### src/rtl/voice_frame_sequencer.sv
// Time-multiplexes one waveform datapath across NUM_VOICES voices: one request per active voice
// per codec sample slot, then the averaged mix is written to the audio FIFO.
module voice_frame_sequencer #(
  parameter int NUM_VOICES  = 4,
  parameter int PHASE_W     = 24,
  parameter int SAMPLE_W    = 24,
  parameter int ACK_TIMEOUT = 64
) (
  input  logic                            CLOCK_50,
  input  logic                            reset,
  input  logic                            enable,
  input  logic [NUM_VOICES-1:0]           voice_on,
  input  logic [NUM_VOICES*PHASE_W-1:0]   voice_inc,
  output logic                            osc_req,
  output logic [PHASE_W-1:0]              osc_phase,
  output logic [$clog2(NUM_VOICES)-1:0]   osc_voice,
  input  logic                            osc_ack,
  input  logic [SAMPLE_W-1:0]             osc_sample,
  input  logic                            audio_out_allowed,
  output logic                            write_audio_out,
  output logic [SAMPLE_W-1:0]             left_channel_out,
  output logic [SAMPLE_W-1:0]             right_channel_out,
  output logic                            busy,
  output logic                            timeout_err,
  output logic [2:0]                      state_dbg
);

  localparam int VW    = $clog2(NUM_VOICES);
  localparam int ACC_W = SAMPLE_W + VW;
  localparam int CNT_W = $clog2(ACK_TIMEOUT + 1);
  localparam logic [VW-1:0]    LAST_V  = VW'(NUM_VOICES - 1);
  localparam logic [CNT_W-1:0] LAST_WT = CNT_W'(ACK_TIMEOUT - 1);

  typedef enum logic [2:0] {
    S_IDLE  = 3'd0,
    S_SCAN  = 3'd1,
    S_REQ   = 3'd2,
    S_NEXT  = 3'd3,
    S_MIX   = 3'd4,
    S_WRITE = 3'd5
  } state_t;

  state_t                    state, state_n;
  logic [NUM_VOICES-1:0]     mask;
  logic [VW-1:0]             v;
  logic signed [ACC_W-1:0]   acc;
  logic [CNT_W-1:0]          wait_cnt;
  logic [PHASE_W-1:0]        phase_acc [NUM_VOICES];

  logic start_frame, adv_v, take_ack, take_to, req_wait, do_mix;
  logic [PHASE_W-1:0]        inc_v;
  logic signed [ACC_W-1:0]   sample_ext;

  assign inc_v      = voice_inc[v*PHASE_W +: PHASE_W];
  assign sample_ext = {{VW{osc_sample[SAMPLE_W-1]}}, osc_sample};

  always_comb begin
    state_n     = state;
    start_frame = 1'b0;
    adv_v       = 1'b0;
    take_ack    = 1'b0;
    take_to     = 1'b0;
    req_wait    = 1'b0;
    do_mix      = 1'b0;
    case (state)
      S_IDLE: begin
        if (enable && audio_out_allowed) begin
          start_frame = 1'b1;
          state_n     = S_SCAN;
        end
      end
      S_SCAN: begin
        if (mask[v])          state_n = S_REQ;
        else if (v == LAST_V) state_n = S_MIX;
        else                  adv_v   = 1'b1;
      end
      // An ack on the final wait cycle still wins over the timeout.
      S_REQ: begin
        if (osc_ack) begin
          take_ack = 1'b1;
          state_n  = S_NEXT;
        end else if (wait_cnt == LAST_WT) begin
          take_to  = 1'b1;
          state_n  = S_NEXT;
        end else begin
          req_wait = 1'b1;
        end
      end
      S_NEXT: begin
        if (v == LAST_V) begin
          state_n = S_MIX;
        end else begin
          adv_v   = 1'b1;
          state_n = S_SCAN;
        end
      end
      S_MIX: begin
        do_mix  = 1'b1;
        state_n = S_WRITE;
      end
      S_WRITE: state_n = S_IDLE;
      default: state_n = S_IDLE;
    endcase
  end

  // Handshake: osc_req stays high with osc_voice/osc_phase stable until the cycle osc_ack is
  // sampled high (or the wait expires); osc_ack is ignored in every other state.
  assign osc_req         = (state == S_REQ);
  assign osc_voice       = (state == S_REQ) ? v : '0;
  assign osc_phase       = (state == S_REQ) ? phase_acc[v] : '0;
  assign write_audio_out = (state == S_WRITE);
  assign busy            = (state != S_IDLE);
  assign state_dbg       = state;

  always_ff @(posedge CLOCK_50) begin
    if (reset) begin
      state             <= S_IDLE;
      mask              <= '0;
      v                 <= '0;
      acc               <= '0;
      wait_cnt          <= '0;
      timeout_err       <= 1'b0;
      left_channel_out  <= '0;
      right_channel_out <= '0;
      for (int i = 0; i < NUM_VOICES; i++) phase_acc[i] <= '0;
    end else begin
      state <= state_n;
      if (start_frame) begin
        mask <= voice_on;
        v    <= '0;
        acc  <= '0;
      end
      if (adv_v) v <= v + 1'b1;
      wait_cnt <= req_wait ? wait_cnt + 1'b1 : '0;
      if (take_ack) acc <= acc + sample_ext;
      // A timed-out voice loses its sample but keeps its pitch.
      if (take_ack || take_to) phase_acc[v] <= phase_acc[v] + inc_v;
      if (take_to) timeout_err <= 1'b1;
      if (do_mix) begin
        left_channel_out  <= acc[ACC_W-1:VW];
        right_channel_out <= acc[ACC_W-1:VW];
      end
    end
  end

endmodule

### config.mk
export PLATFORM = sky130hd
export DESIGN_NAME = voice_frame_sequencer
export DESIGN_NICKNAME = d
export VERILOG_FILES = /design/src/rtl/voice_frame_sequencer.sv
export SDC_FILE = /design/constraint.sdc
export NUM_CORES = 1
export LEC_CHECK = 0
export ABC_AREA = 1
export CORE_MARGIN = 8
export CORE_UTILIZATION = 50
export CTS_BUF_LIST = sky130_fd_sc_hd__clkbuf_4 sky130_fd_sc_hd__clkbuf_8
export CTS_CLUSTER_DIAMETER = 40
export DETAILED_ROUTE_END_ITERATION = 10
export DONT_BUFFER_PORTS = 1
export PLACE_DENSITY_LB_ADDON = 0.15
export SYNTH_ARGS = -nofsm -noshare
export SYNTH_HDL_FRONTEND = slang
export SYNTH_SLANG_ARGS = --single-unit
### constraint.sdc
create_clock -name CLOCK_50 -period 3 [get_ports CLOCK_50]
set_input_delay 0.6 -clock CLOCK_50 [delete_from_list [all_inputs] [get_ports CLOCK_50]]
set_output_delay 0.6 -clock CLOCK_50 [all_outputs]
set_load 0.1 [all_outputs]
# [Word level (Yosys, flattened, before mapping)]
# Memory sizes are Yosys's and may differ from the RTL's. A register that Yosys moved wholly into a read port is not among the register bits.
# Cells that the tools add are included.
[totals] output_inout_bits=81 mem_count=1 mem_bits_rw=96 ff_bits=67 word_cells=74 input_bits=129
[memory_table] memory="phase_acc" words=4 word_bits=24 rd=1 rd_clocked_by_memory_dff=1 wr=4 line_no="48" text="logic [PHASE_W-1:0] phase_acc [NUM_VOICES];"
[op_classes] eq_ne=10 n_lt_le_gt_ge=1 addsub=4 n_reduce_logical=9 n_mul=1 shift=1 n_mux=39 bitwise=1
[op_table] operator="$shiftx A96 B8 Y24" n=1
[op_table] operator="$mux W26" n=2
[op_table] operator="$mux W24" n=2
[op_table] operator="$add A26 B24 Y26" n=1
[op_table] operator="$add A24 B24 Y24" n=1
[op_table] operator="$reduce_or A24 Y1" n=1
[op_table] operator="$mux W1" n=20
[op_table] operator="$mux W3" n=6
[op_table] operator="$pmux W3 S5" n=1
[op_table] operator="$mux W2" n=6
[op_table] operator="$add A7 B1 Y7 const B" n=1
[op_table] operator="$eq A7 B6 Y1 const B" n=1
[op_table] operator="$eq A3 B2 Y1 const B" n=2
[op_table] operator="$eq A3 B3 Y1 const B" n=2
[op_table] operator="$mul A2 B2 Y4 const B" n=1
[op_table] operator="$reduce_bool A2 Y1" n=2
[op_table] operator="$eq A3 B1 Y1 const B" n=1
[op_table] operator="$logic_not A3 Y1" n=1
[op_table] operator="$lt A2 B3 Y1 const B" n=1
[op_table] operator="$ne A3 B1 Y1 const B" n=1
[op_table] operator="$ne A3 B3 Y1 const B" n=1
[op_table] operator="$reduce_and A3 Y1" n=1
[op_table] operator="$reduce_bool A3 Y1" n=1
[op_table] operator="$add A2 B1 Y2 const B" n=1
[op_table] operator="other kinds (8)" n=8

# [Logic depth before layout (Yosys ltp)]
[logic_depth] word_depth=10 depth_mapped=19 depth_no_buf=18

# [Least setup slack after synthesis]
# No wires, ideal clock.
[synth_timing] path_type="register -> output" start="register state[1] (netlist: state_dbg[1])" end="output port osc_phase[16]" stages_incl_launch_ff=7 setup_slack_ns=-1.704 required_ns=2.400 arrival_ns=4.104 n_path_buf=2 path_cell_list="dfxtp_1 -> inv_1 -> nor3_4 -> inv_2 -> clkbuf_1 -> buf_1 -> a21oi_1"
[synth_via] elab_chain_cells=2
[synth_rtl] item="from (decl)" line_no="43" text="state_t state, state_n;"
[synth_rtl] item="from (signal assigned)" line_no="127" text="state <= state_n;"
[synth_rtl] item="$eq A3 B2 Y1"
[synth_rtl] item="named net osc_req" line_no="14" text="output logic osc_req,"
[synth_rtl] item="$mux W24" line_no="110" text="assign osc_phase = (state == S_REQ) ? phase_acc[v] : '0;"
[synth_rtl] item="to (decl)" line_no="15" text="output logic [PHASE_W-1:0] osc_phase,"
# The timed path passes the listed nets, and every way through them passes these cells.

==> key figures <==
Floorplan
  – Die area: between 20000 and 30000 sq um
  – Die Span Y: 162.5 um
  – Initial core utilization: between 50% and 60%
  – Core area: about 21000 sq um
  – Die width: ~160 um
  – # IOs: between 200 and 250
  – Rows: 53

Synthesis
  – Yosys top cell area share: 26.87%
  – Yosys warning count: 0
  – Adder-Cell Fraction of Synth Area: 6.203%
  – Simple-Gate Fraction of Synth Area: 28.28%
  – Count of cell types in the netlist: 41
  – Seq/Total Area, Yosys: 39.74%
  – Post-Synthesis Cells: 1498
  – Multiplexer share of the synthesized area: 0%
  – Syn Area/Cell: between 7 and 8 sq um
  – Xor/xnor share of the synthesized area: roughly 1.5%
  – Mapped Area: 10730 sq um
  – Syn_nets: 1679
  – #FFs+latches synth: 165
  – Ranking of synthesized cells by area: edfxtp_1 27%, dfxtp_1 13%, nor2_1 11%, nand2_1 10%, o21ai_0 6.7%
  – Main combinational cell family by area after synthesis: simple AND/OR/NAND/NOR gates
  – Top cell type by total area after synthesis: edfxtp_1
  – Fraction of the mapped netlist area in compound gates: approximately 15%

Critical path
  – Kind of critical path: flip-flop to flip-flop
  – R2R Path Start: v[0]
  – Crit path from: v[0]
  – Startpoint type of the worst setup path: flip-flop
  – Crit Path Max Fanout: 15
  – CP arrival: ~3 ns
  – Crit end category: flip-flop
  – Setup slack, reg-to-reg: around 0.18 ns
  – CP required: 3.21 ns

Global route
  – Global routing met3 resource utilization: roughly 7.1%
  – Largest net degree at the start of global routing: 50
  – Gr busiest metal: met2
  – Grt met1 use: 24.73%
  – Total congestion overflow: 0
  – Total global-route track usage: 24.14%
  – Initial antenna violation count: 2
  – GR Layer Usage met2: 45.17%
  – Vias in the first global route: between 9000 and 10000
  – Global-route wire length before repair: 50450 um

Routing
  – Wire per inst: 17.55 um
  – Detailed Route Iter0 Violations: between 600 and 700
  – # DRC: 0
  – Vias per std cell: about 5.5
  – First-pass iteration count of the detailed router: 5
  – Total vias in the final route: 9988
  – Final ANT Viol Nets: 0
  – Final wirelength: 32120 um

Min path
  – Worst hold path type: primary input to flip-flop
  – Hold Crit Start: reset

Clocking
  – CTS tree: done
  – Clk buf depth: 2
  – Clock H-tree levels: 4
  – Reg clk slew, reported paths: 0.09 ns
  – Number of CTS-inserted buffers: 17
  – Root buf cell: clkbuf_8
  – Clock sinks: 165
  – Clock Latency Late Sink: roughly 0.46 ns

Finish
  – Core Util, Final: 60.43%
  – NumNets Final: 1723
  – Synth-to-Final Area Change: 18.39%
  – Post-route cell area: 12700 sq um
  – Layout cells sized above 1: 15.69%
  – Number of diodes: 0

Run status
  – Status: finished, final reports clean

Pwr
  – LEAKAGE: 5.450 nW
  – Pwr/cell area: 594.9 nW/um^2
  – Peak VDD IR: ~0.00042 V

Timing
  – Post-route clock skew: around 0.014 ns
  – Tightest Pin Transition: about 1.0 ns
  – Final setup fails: 0
  – RSZ-0062 raised after global routing: true
  – Hold Vio Cnt, Final: 0
  – Final period util: 93.98%
  – Max Freq: 354.7 MHz
  – Final slew viol count: 0
  – Min cycle time layout: 2.819 ns
  – Max-slew headroom: 30.53%

Placement
  – Post-place instance area: 12050 sq um
  – GP Congestion: 0.9823
  – PortBufs: 0
  – Post-DP HPWL: 23640 um

Job
  – Max cap viols: 0
area by class of cell:
class,instances,area [sq um]
flip-flops and latches,165,4307
clock buffers,19,261.5
multi-input cells,1111,5892
fillers,1962,8318
well taps,275,344.1
repair buffers,101,1187
clock inverters,13,156.4
inverters,146,555.5
synthesized netlist by cell type (all sizes together):
cell type / n
dfxtp: 69
inv: 144
clkbuf: 30
a21o: 5
a21oi: 117
o22ai: 2
buf: 46
edfxtp: 96
o21ai: 148
nand2: 294
o21bai: 3
a22oi: 24
a31oi: 1
o31ai: 1
xor2: 7
xnor2: 11
clkinv: 2
or2: 6
nand3b: 1
ha: 50
nor4: 1
nand3: 72
nor2: 327
o21a: 3
nand4: 21
fa: 2
nor3: 14
and2: 1
registers in the layout, indices dropped and copies added, names as in the netlist, named ones only:
signal and count:
acc 26, mask 4, phase_acc 96, right_channel_out 24, state_dbg 3, timeout_err 1
v 2, wait_cnt 7
final timing paths:
| kind | cells past startpoint | end |
|---|---|---|
| hold / removal | 1 | acc[13] |
| hold reg to reg | 1 | wait_cnt[0] |
| setup reg to reg | 13 | phase_acc[3][20] |
| setup / recovery | 13 | phase_acc[3][20] |
layout by cell type, fill, tap and decap left out, types with 21 or more instances in the layout:
cell type	netlist	final
a22oi_1	24	24
buf_4	25	66
edfxtp_1	96	96
nand2_1	288	285
ha_1	50	46
nand4_1	21	21
nor2_1	324	317
buf_12	0	34
nand3_1	72	70
dfxtp_1	69	39
o21ai_0	143	129
dfxtp_2	0	28
a21oi_4	1	24
inv_1	138	136
a21oi_1	116	91
per-stage QoR:
step / power (mW) / std cells / setup WS (ns) / TNS (ns) / hold WS, ns
final: 7.557 / 1830 / 0.1807 / 0 / 0.1919
after floorplan: 4.888 / 1498 / -0.1773 / -15.66 / 0.4175
after detailed placement: 5.624 / 1784 / -0.01513 / -0.02456 / 0.4406
after CTS: 7.348 / 1818 / 0.03429 / 0 / 0.1636
after global placement: 5.582 / 1784 / 0.08397 / 0 / 0.4303
after global routing: 7.994 / 1830 / -0.03007 / -0.1313 / 0.1558
critical path, stage by stage (launching register included):
cell and delay [ns]:
dfxtp_4 0.41, clkinvlp_4 0.10, buf_4 0.17, buf_12 0.16
o21ai_0 0.13, o21ai_0 0.12, ha_1 0.36, buf_4 0.16
a21oi_1 0.20, o21ai_0 0.16, a21oi_1 0.20, nand4_1 0.11
nand3_1 0.21, inv_1 0.07
routing by layer:
layer	part of all wire [%]	vias up
met5	0.075	-
met3	7.1	66
met4	3.1	4
met2	52	271
met1	37	4625
li1	-	5022
power by group:
group / leakage [nW] / internal [mW] / switching [mW] / total, mW
Clock: 0.217 / 0.813 / 0.897 / 1.71
Sequential: 1.56 / 2.49 / 0.374 / 2.87
Combinational: 3.67 / 1.05 / 1.94 / 2.98
Total: 5.45 / 4.35 / 3.21 / 7.56
what timing repair did:
| item | CTS | global route |
|---|---|---|
| hold buffers | 0 | 0 |
| pin swaps | 0 | 13 |
| gates resized for setup | 3 | 44 |
| cloned | 0 | 0 |
| endpoints found under the setup margin | 15 | 68 |
| buffers inserted | 2 | 12 |
cells by family after synthesis:
kind of cell | Yosys count
xor+xnor | 18
simple gates | 737
fa+ha+maj | 52
flops | 165
compound gates | 304
buf+inv | 222
Note: power is estimated with default switching activity, not from simulation.
